**src/rtl/defuzz_wavg.sv**
```systemverilog
// Singleton weighted-average defuzzifier: one shared MAC over nine rules,
// then a fixed-latency 36-step restoring divide of |num| by den.
module defuzz_wavg #(
   parameter logic [143:0] RULE_C = {
      16'sd20000, 16'sd10000, 16'sd0,
      16'sd10000, 16'sd0, -16'sd10000,
      16'sd0, -16'sd10000, -16'sd20000
   },
   parameter logic signed [15:0] DEFAULT_Y = 16'sd0
) (
   input  logic               clk,
   input  logic               rst,
   input  logic               in_valid,
   output logic               in_ready,
   input  logic [15:0]        w00,
   input  logic [15:0]        w01,
   input  logic [15:0]        w02,
   input  logic [15:0]        w10,
   input  logic [15:0]        w11,
   input  logic [15:0]        w12,
   input  logic [15:0]        w20,
   input  logic [15:0]        w21,
   input  logic [15:0]        w22,
   output logic               out_valid,
   input  logic               out_ready,
   output logic signed [15:0] y,
   output logic               zero_w,
   output logic               busy
);

   typedef enum logic [1:0] {S_IDLE, S_ACC, S_DIV, S_OUT} state_t;

   state_t             state_q, state_d;
   logic [15:0]        w_q [9];
   logic [15:0]        w_d [9];
   logic [3:0]         k_q, k_d;
   logic [5:0]         cnt_q, cnt_d;
   logic signed [35:0] num_q, num_d;
   logic [19:0]        den_q, den_d;
   logic [35:0]        dvd_q, dvd_d;
   logic [20:0]        rem_q, rem_d;
   logic               neg_q, neg_d;
   logic signed [15:0] y_q, y_d;
   logic               zero_w_q, zero_w_d;

   logic signed [15:0] c_tab [9];
   logic [15:0]        w_sel;
   logic signed [15:0] c_sel;
   logic signed [32:0] prod;
   logic signed [35:0] num_acc;
   logic [19:0]        den_acc;
   logic [35:0]        num_mag;
   logic [21:0]        rem_sh;
   logic [20:0]        rem_sub;
   logic               qbit;
   logic [35:0]        quo_nxt;
   logic [15:0]        q_mag;

   for (genvar g = 0; g < 9; g++) begin : g_ctab
      assign c_tab[g] = RULE_C[16*g +: 16];
   end

   // Single shared 17x16 signed multiplier, indexed by rule counter
   always_comb begin
      w_sel   = w_q[k_q];
      c_sel   = c_tab[k_q];
      prod    = $signed({1'b0, w_sel}) * c_sel;
      num_acc = num_q + {{3{prod[32]}}, prod};
      den_acc = den_q + {4'b0000, w_sel};
      num_mag = num_acc[35] ? -num_acc : num_acc;
      rem_sh  = {rem_q, dvd_q[35]};
      qbit    = rem_sh >= {2'b00, den_q};
      rem_sub = rem_sh[20:0] - {1'b0, den_q};
      quo_nxt = {dvd_q[34:0], qbit};
      q_mag   = quo_nxt[15:0];
   end

   always_ff @(posedge clk) begin
      if (rst) begin
         state_q  <= S_IDLE;
         for (int i = 0; i < 9; i++) w_q[i] <= '0;
         k_q      <= '0;
         cnt_q    <= '0;
         num_q    <= '0;
         den_q    <= '0;
         dvd_q    <= '0;
         rem_q    <= '0;
         neg_q    <= 1'b0;
         y_q      <= '0;
         zero_w_q <= 1'b0;
      end else begin
         state_q  <= state_d;
         for (int i = 0; i < 9; i++) w_q[i] <= w_d[i];
         k_q      <= k_d;
         cnt_q    <= cnt_d;
         num_q    <= num_d;
         den_q    <= den_d;
         dvd_q    <= dvd_d;
         rem_q    <= rem_d;
         neg_q    <= neg_d;
         y_q      <= y_d;
         zero_w_q <= zero_w_d;
      end
   end

   always_comb begin
      state_d = state_q;
      unique case (state_q)
         S_IDLE: if (in_valid)         state_d = S_ACC;
         S_ACC:  if (k_q == 4'd8)      state_d = S_DIV;
         S_DIV:  if (cnt_q == 6'd35)   state_d = S_OUT;
         S_OUT:  if (out_ready)        state_d = S_IDLE;
      endcase
   end

   always_comb begin
      for (int i = 0; i < 9; i++) w_d[i] = w_q[i];
      k_d      = k_q;
      cnt_d    = cnt_q;
      num_d    = num_q;
      den_d    = den_q;
      dvd_d    = dvd_q;
      rem_d    = rem_q;
      neg_d    = neg_q;
      y_d      = y_q;
      zero_w_d = zero_w_q;
      unique case (state_q)
         S_IDLE: begin
            if (in_valid) begin
               w_d[0] = w00; w_d[1] = w01; w_d[2] = w02;
               w_d[3] = w10; w_d[4] = w11; w_d[5] = w12;
               w_d[6] = w20; w_d[7] = w21; w_d[8] = w22;
               num_d  = '0;
               den_d  = '0;
               k_d    = '0;
            end
         end
         S_ACC: begin
            num_d = num_acc;
            den_d = den_acc;
            k_d   = k_q + 4'd1;
            if (k_q == 4'd8) begin
               dvd_d = num_mag;
               neg_d = num_acc[35];
               rem_d = '0;
               cnt_d = '0;
            end
         end
         S_DIV: begin
            // den==0 runs the full divide anyway to keep latency fixed
            rem_d = qbit ? rem_sub : rem_sh[20:0];
            dvd_d = quo_nxt;
            cnt_d = cnt_q + 6'd1;
            if (cnt_q == 6'd35) begin
               zero_w_d = (den_q == '0);
               if (den_q == '0) y_d = DEFAULT_Y;
               else if (neg_q)  y_d = -$signed(q_mag);
               else             y_d = $signed(q_mag);
            end
         end
         S_OUT: ;
      endcase
   end

   always_comb begin
      in_ready  = (state_q == S_IDLE);
      out_valid = (state_q == S_OUT);
      busy      = (state_q == S_ACC) || (state_q == S_DIV);
      y         = y_q;
      zero_w    = zero_w_q;
   end

endmodule

```
**config.mk**
```make
export PLATFORM = sky130hd
export DESIGN_NAME = defuzz_wavg
export DESIGN_NICKNAME = d
export VERILOG_FILES = /design/src/rtl/defuzz_wavg.sv
export SDC_FILE = /design/constraint.sdc
export NUM_CORES = 1
export LEC_CHECK = 0
export ABC_AREA = 1
export ABC_CLOCK_PERIOD_IN_PS = 9050
export CAP_MARGIN = 20
export CELL_PAD_IN_SITES_DETAIL_PLACEMENT = 1
export CELL_PAD_IN_SITES_GLOBAL_PLACEMENT = 2
export CORE_MARGIN = 2
export CORE_UTILIZATION = 35
export DETAILED_ROUTE_END_ITERATION = 10
export PLACE_DENSITY_LB_ADDON = 0.1
export SLEW_MARGIN = 20
export SYNTH_ARGS = -nofsm -noshare
export SYNTH_HDL_FRONTEND = slang
export SYNTH_SLANG_ARGS = --single-unit
```
**constraint.sdc**
```tcl
create_clock -name clk -period 9.05 [get_ports clk]
set_clock_uncertainty 0.05 [all_clocks]
set_input_delay 2.715 -clock clk [delete_from_list [all_inputs] [get_ports clk]]
set_output_delay 2.715 -clock clk [all_outputs]
set_load 0.01 [all_outputs]
```
* Word-level counts from Yosys, hierarchy flattened *
Memories as Yosys holds them, arrays and structs flattened. A register that Yosys moved wholly into a read port is not among the register bits.
Index checks and enable logic that the tools add are counted.

storage, ports and cells
  memories kept = 2
  memory bits (writable) = 144
  input bits = 148
  memory bits (read-only) = 256
  flip-flop bits (word level) = 143
  output and inout bits = 20

memories
  memory            depth  width  rd ports  clocked after Yosys merged registers in  wr ports  RTL line  text
  (name not given)  16     16     1         0                                        0         66        c_sel = c_tab[k_q];
  w_q               9      16     1         1                                        9         34        logic [15:0] w_q [9];

cells by class
  magnitude comparators = 2
  reduce and logical (&&, ||, !) cells = 11
  add/sub/neg operators = 7
  multiply operators = 1
  equal/unequal tests = 11
  bitwise logic cells = 10
  mux-type cells = 39

operators with widths
  kind                                              count
  144-bit 2-to-1 mux                                2
  16-bit 2-to-1 mux                                 13
  36-bit case mux with 2 select lines               2
  36-bit 2-to-1 mux                                 3
  21-bit 2-to-1 mux                                 2
  21-bit case mux with 2 select lines               1
  20-bit case mux with 2 select lines               1
  36-bit adder                                      1
  36-bit negation                                   1
  17-bit by 16-bit multiplier with 33-bit output    1
  22-bit by 20-bit >= comparator with 1-bit output  1
  21-bit by 20-bit subtractor with 21-bit output    1
  20-bit by 16-bit adder with 20-bit output         1
  20-bit logical NOT                                1
  20-bit 2-to-1 mux                                 1
  16-bit negation                                   1
  4-bit 2-to-1 mux                                  3
  6-bit case mux with 2 select lines                1
  1-bit bitwise OR                                  9
  2-bit 2-to-1 mux                                  4
  2-bit inequality test (second input constant)     4
  2-bit case mux with 4 select lines                1
  4-bit case mux with 2 select lines                1
  2-bit AND reduction                               4
  17 further kinds                                  21

* Depth between registers and ports, before layout *
Gate-level depths: netlist (run 1).

  depth after elaboration = 10
  gate-level depth with buffers = 56

* Least setup slack after synthesis (run 1) *
No wires, ideal clock.

  path type = register to register
  from = register with a tool-made name
  to = register dvd_q[23]
  path buffers = 4
  period minus slack after synthesis = 8.314 ns
  stages on the path, launching flop included = 46
  library setup time = 0.134 ns
  setup slack = 0.736 ns
  arrival = 8.131 ns
  data required time = 8.866 ns
  cells stage by stage = dfxtp_1 > buf_2 > buf_2 > clkbuf_1 > o21ai_0 > o211ai_1 > nand3_1 > o21ai_1 > inv_1 > nor2_1 > inv_1 > fa_1 > inv_1 > fa_1 > fa_1 > fa_1 > fa_1 > fa_1 > [... 10 more ...] > ha_1 > nand2_1 > nand2_1 > inv_1 > nor2_1 > nor2_1 > nand2_1 > a21oi_1 > nand2_2 > a21oi_2 > inv_2 > nand3_1 > nand2_1 > buf_2 > o21ai_0 > nand3_1 > nand2_1 > a21oi_1

RTL lines
  element               RTL line  text
  to (signal assigned)  98        dvd_q <= dvd_d;
  to (decl)             40        logic [35:0] dvd_q, dvd_d;

==> results.sh, run 1 <==
export IMPL_grt_usage_pct=23.0
export IMPL_dp_slack_ns=-0.0910
export IMPL_dpl_hpwl_microns=68100
export IMPL_number_of_antenna_violations_at_the_first_check_in_global_routing=2
export IMPL_detail_route_wl_per_cell_microns=18.7
export IMPL_synth_commonest_cells="714 x nand2_1, 663 x inv_1, 388 x nor2_1"
export IMPL_period_needed_ns=8.66
export IMPL_critPathLaunchType="flip-flop"
export IMPL_clock_tree_root_cell="clkbuf_16"
export IMPL_crit_fanout=14
export IMPL_die_outline_area_sq_um=72500
export IMPL_synth_cell_type_count=53
export IMPL_synth_compound_area_share_pct=11.1
export IMPL_synth_enable_flop_cells=144
export IMPL_synth_top_flop_cell="edfxtp_1"
export IMPL_grt_ovfl_total=0
export IMPL_final_max_slew_violation_count=0
export IMPL_synthMuxAreaShare_pct=1.30
export IMPL_fin_util_pct=43.2
export IMPL_post_synth_xor_area_fraction_pct=1.70
export IMPL_number_of_vias_in_the_routed_layout=22482
export IMPL_first_pass_grt_wire_length_microns=131000
export IMPL_floorplan_io_pins=168
export IMPL_finalSetupViolations=0
export IMPL_placedInstanceArea_sq_um=28000
export IMPL_cell_taking_the_most_area_after_synthesis="edfxtp_1"
export IMPL_cts_buffer_count=38
export IMPL_synthesis_instances=3366
export IMPL_post_synth_cell_area_avg_sq_um=7.32
export IMPL_cap_violations=0
export IMPL_simple_gate_share_of_the_synthesized_area_pct=23.5
export IMPL_worst_r2r_setup_slack_ns=0.39
export IMPL_post_route_drc_count=0
export IMPL_cp_common_cell="nand2_1"
export IMPL_netlist_area_leader_share_pct=17.6
export IMPL_synth_top_cells_by_area="edfxtp_1 18%, dfxtp_1 12%, fa_1 11%, nand2_1 11%, inv_1 10%"
export IMPL_setup_worst_path_end_class="flip-flop"
export IMPL_yosys_register_bits=287
export IMPL_filler_instances=8721
export IMPL_io_buffer_count=167
export IMPL_worst_skew_pair_late_latency_ns=0.58
export IMPL_drt_first_pass_iters=5
export IMPL_worstHoldPathType="flip-flop to flip-flop"
export IMPL_asyncSetResetFlopFracSynth_pct=0
export IMPL_dieWidth_microns=269
export IMPL_relSlewSlack_pct=28.6
export IMPL_worst_endpoint_required_ns=9.44
export IMPL_worst_pin_slew_ns=1.07
export IMPL_status="finished clean"
export IMPL_synth_top_family_by_area="simple AND/OR/NAND/NOR gates"
export IMPL_final_period_utilization_pct=95.6
export IMPL_critical_path_slowest_cell="fa_1"
export IMPL_tritoncts="built"
export IMPL_tritoncts_num_sinks=287
export IMPL_crit_arrival_ns=9.04
export IMPL_timing_critical_path_slowest_cell_delay_ns=0.53
export IMPL_ff2ff_path_depth=43
export IMPL_syn_area_sq_um=24600
export IMPL_die_y_microns=269
export IMPL_fmaxAchievable_ghz=0.116
export IMPL_ys_warnings_count=0
export IMPL_clock_path_buffers=3
export IMPL_crit_reg2reg_capture="dvd_q[32]"
export IMPL_crit_type="flip-flop to flip-flop"
export IMPL_finalWorstSetupSlack_ns=0.394
export IMPL_routed_wirelength_microns=85700
export IMPL_first_iter_violations=1053
export IMPL_clock_tree_htree_level_count=2
export IMPL_grt_start_max_net_pins=86
export IMPL_gp_congestion=0.894
export IMPL_postRouteAntennaNets=0
export IMPL_design_core_area_sq_um=69900
export IMPL_placementRows=97
export IMPL_crit_end="dvd_q[32]"
export IMPL_initial_utilization_pct=35.2
export IMPL_report_final_hold_viol_count=0
export IMPL_area_growth_synth_to_final_pct=22.7
export IMPL_first_global_vias=23572
export IMPL_post_synth_top_count_cell="nand2_1"
export IMPL_final_layout_size_suffix_gt1_share_pct=11.0
export IMPL_synth_fp_nets=3847
export IMPL_num_nets_final=4104
export IMPL_clkSlewWorstSetupHoldPaths_ns=0.06
export IMPL_fin_area_sq_um=30200
export IMPL_via_per_inst=4.90
export IMPL_synth_adder_area_share_pct=21.1
export IMPL_synth_sequential_area_ratio_pct=29.2
==> critical path, delay by kind of cell, from the launching register on <==
family / cells / cell delay, ns
AO/OA/AOI/OAI: 8 / 1.20
XOR/XNOR: 1 / 0.08
adder cells (fa/ha/maj): 8 / 3.51
buffers and inverters: 9 / 1.17
flip-flops: 1 / 0.35
AND/OR/NAND/NOR: 17 / 2.14
==> kinds of logic (layout without fill, tap and decap cells) <==
kind of cell | after synthesis | count (layout)
fa+ha+maj | 333 | 333
simple gates | 1387 | 1387
mux | 32 | 32
compound gates | 500 | 500
xor+xnor | 47 | 47
other cells | 0 | 1
buf+inv | 780 | 1063
flops | 287 | 287
==> per-layer routing <==
layer  vias to the layer above  GRT usage [%]  routed length, microns
li1                      11151              -                       -
met1                     10940           30.5                   39900
met2                       300           39.4                   41200
met3                        89           3.13                    2730
met4                         2           5.47                    1890
met5                         -              0                      13
==> per-stage QoR <==
stage	std cells	setup TNS, ns	hold slack (ns)
after floorplan	3366	0	0.393
after global placement	4488	0	0.402
after detailed placement	4488	-0.375	0.407
after CTS	4554	0	0.415
after global routing	4590	-0.637	0.424
final	4590	0	0.411
==> layout make-up <==
| cell class | count | area, sq um | area share (%) |
|---|---|---|---|
| antenna | 1 | 2.50 | 0.00828 |
| timing repair buffer | 319 | 3060 | 10.1 |
| multi-input combinational | 2299 | 15100 | 49.8 |
| inverter | 678 | 2560 | 8.47 |
| sequential | 287 | 7190 | 23.8 |
| tap | 940 | 1180 | 3.89 |
| clock buffer | 47 | 1020 | 3.39 |
| clock inverter | 19 | 158 | 0.522 |
==> placed cells by master, fill, tap and decap left out, types with 22 or more instances in the layout <==
cell type,netlist,layout
nand2_1,714,700
inv_1,663,644
nor2_1,388,351
a21oi_1,266,252
ha_1,194,180
clkdlybuf4s50_1,0,166
nand3_1,156,151
edfxtp_1,144,144
dfxtp_1,143,141
fa_1,139,135
buf_4,0,132
o21ai_0,132,110
clkbuf_16,0,44
o211ai_1,42,42
nor2_2,6,32
mux2i_1,32,30
nand4_1,29,29
nand2_2,18,29
xor2_1,30,29
nor3_1,28,23
inv_2,8,22
==> worst min path at each step <==
stage,start,endpoint,depth (start not counted)
final,y[8],y[8],2
after floorplan,cnt_q[0],cnt_q[0],1
after CTS,y[13],y[13],2
after global routing,y[8],y[8],2
after global placement,y[11],y[11],2
after detailed placement,y[8],y[8],2
==> flip-flops by register name, summed over array words and instances, names as in the netlist, named ones only <==
signal and flops:
cnt_q 6, k_q 4, dvd_q 36, num_q 32, rem_q 21, state_q 2
y 16, neg_q 1, w_q 144, den_q 20, zero_w 1
==> what timing repair did <==
item	CTS	global route
setup endpoints to repair	6	37
resized for setup	2	180
setup buffers	0	29
hold buffers	0	0
hold endpoints to repair	0	0
pin swaps	0	50
gates cloned	0	6
Power of run 1 is left out: the tool's default activity adds up to more than one toggle a clock period on the data nets, which glitch-free logic cannot reach.
==> run 2: changes to the inputs <==
--- a/config.mk
+++ b/config.mk
@@ -12,6 +12,7 @@
 export CELL_PAD_IN_SITES_GLOBAL_PLACEMENT = 2
 export CORE_MARGIN = 2
 export CORE_UTILIZATION = 35
+export CTS_CLUSTER_SIZE = 10
 export DETAILED_ROUTE_END_ITERATION = 10
 export PLACE_DENSITY_LB_ADDON = 0.1
 export SLEW_MARGIN = 20
==> results.sh, run 2 (synthesis gave the netlist of run 1 again) <==
export IMPL_status="finished clean"
export IMPL_finalWorstSetupSlack_ns=0.372
export IMPL_floorplan_io_pins=168
export IMPL_critPathLaunchType="flip-flop"
export IMPL_clkSlewWorstSetupHoldPaths_ns=0.06
export IMPL_number_of_vias_in_the_routed_layout=22477
export IMPL_clock_tree_htree_level_count=2
export IMPL_report_final_hold_viol_count=0
export IMPL_timing_critical_path_slowest_cell_delay_ns=0.53
export IMPL_placementRows=97
export IMPL_postRouteAntennaNets=0
export IMPL_mostFrequentLayoutCell="nand2_1"
export IMPL_worst_pin_slew_ns=1.07
export IMPL_hold_ws_ns=0.411
export IMPL_worst_endpoint_required_ns=9.45
export IMPL_dpl_hpwl_microns=68100
export IMPL_final_period_utilization_pct=95.9
export IMPL_first_global_vias=23536
export IMPL_grt_util_met1_pct=30.6
export IMPL_grt_setup_unrepaired="yes"
export IMPL_gp_congestion=0.894
export IMPL_relSlewSlack_pct=28.6
export IMPL_cts_hold_repair_buffers=0
export IMPL_largest_registers="w_q (144), dvd_q (36), num_q (32)"
export IMPL_first_iter_violations=1085
export IMPL_crit_fanout=14
export IMPL_finalSetupViolations=0
export IMPL_gr_met2_demand_resource_pct=39.3
export IMPL_final_layout_size_suffix_gt1_share_pct=11.1
export IMPL_grt_start_max_net_pins=86
export IMPL_worst_skew_pair_late_latency_ns=0.59
export IMPL_crit_arrival_ns=9.08
export IMPL_tritoncts="built"
export IMPL_layout_cells_most_common_list="699 x nand2_1, 646 x inv_1, 348 x nor2_1, 253 x a21oi_1, 178 x ha_1"
export IMPL_routed_wirelength_microns=86000
export IMPL_post_route_drc_count=0
export IMPL_setup_worst_path_end_class="flip-flop"
export IMPL_grt_ovfl_total=0
export IMPL_critical_path_slowest_cell="fa_1"
export IMPL_clock_tree_root_cell="clkbuf_16"
export IMPL_io_buffer_count=167
export IMPL_tritoncts_num_sinks=287
export IMPL_clock_path_buffers=3
export IMPL_gr_max_usage_layer="met2"
export IMPL_cp_common_cell="nand2_1"
export IMPL_via_per_inst=4.90
export IMPL_cap_violations=0
export IMPL_largest_register_ffs=144
export IMPL_worstHoldPathType="flip-flop to flip-flop"
export IMPL_filler_instances=8710
export IMPL_dieWidth_microns=269
export IMPL_dp_slack_ns=-0.0910
export IMPL_totalNegativeSetupSlack_ns=0
export IMPL_number_of_antenna_violations_at_the_first_check_in_global_routing=2
export IMPL_die_outline_area_sq_um=72500
export IMPL_drt_first_pass_iters=7
export IMPL_total_placed_cells_including_tap_cells=4488
export IMPL_cts_buffer_count=40
export IMPL_met3_capacity_usage_during_global_routing_pct=3.14
export IMPL_num_nets_final=4100
export IMPL_final_max_slew_violation_count=0
export IMPL_area_growth_synth_to_final_pct=23.1
export IMPL_grt_usage_pct=23.0
export IMPL_period_needed_ns=8.68
export IMPL_crit_type="flip-flop to flip-flop"
export IMPL_detail_route_wl_per_cell_microns=18.7
export IMPL_largest_register="w_q"
export IMPL_number_of_standard_cells_in_the_final_layout_excluding_fillers=4588
export IMPL_design_core_area_sq_um=69900
export IMPL_die_y_microns=269
export IMPL_fmaxAchievable_ghz=0.115
export IMPL_initial_utilization_pct=35.2
export IMPL_first_pass_grt_wire_length_microns=131000
-- run 2: cell count changes in the layout (fill, tap and decap cells not counted), sizes merged --
cell      change
buf           -6
clkbuf       +15
clkinvlp      -3
clkinv        -9
inv           +1
-- run 2: cell type report --
cell class / instances / area [sq um] / area share [%]
Tap cell: 940 / 1180 / 3.88
Clock inverter: 8 / 149 / 0.491
Inverter: 678 / 2560 / 8.43
Clock buffer: 62 / 1150 / 3.80
Multi-Input combinational cell: 2299 / 15100 / 49.7
Sequential cell: 287 / 7190 / 23.7
Timing Repair Buffer: 313 / 3030 / 9.98
Antenna cell: 1 / 2.50 / 0.00825
-- run 2: layer usage --
metal,part of all wire [%],wire [microns]
met5,0.015,13
met4,2.0,1720
met3,3.0,2590
met2,48,41300
met1,47,40300
-- run 2: worst paths after layout --
| path | from | end | slack (ns) | depth (start not counted) |
|---|---|---|---|---|
| setup / recovery | flip-flop | dvd_q[32] | 0.37 | 47 |
| hold / removal | y[8] | y[8] | 0.41 | 2 |
| setup reg to reg | flip-flop | dvd_q[32] | 0.37 | 47 |
| hold reg to reg | y[8] | y[8] | 0.41 | 2 |
-- run 2: per-stage QoR --
step	instance area, sq um	util (%)
after floorplan	24600	-
final	30300	43.4
after global routing	30300	43.4
after detailed placement	28000	40.1
after global placement	28000	40.1
after CTS	29400	42.0
-- run 2: critical path, delay by kind of cell (launching register included) --
family                   cells  cell delay (ns)
XOR/XNOR                     1             0.16
flip-flops                   1             0.39
adder cells (fa/ha/maj)      8             3.20
AO/OA/AOI/OAI                9             1.17
buffers and inverters       11             1.19
AND/OR/NAND/NOR             18             2.35
-- run 2: what timing repair did --
| item | in CTS | in global routing |
|---|---|---|
| resized for setup | 2 | 184 |
| cloned | 0 | 6 |
| buffers inserted | 0 | 23 |
| pin swaps | 0 | 58 |
| setup endpoints to repair | 6 | 37 |
Power of run 2 is left out for the same reason.
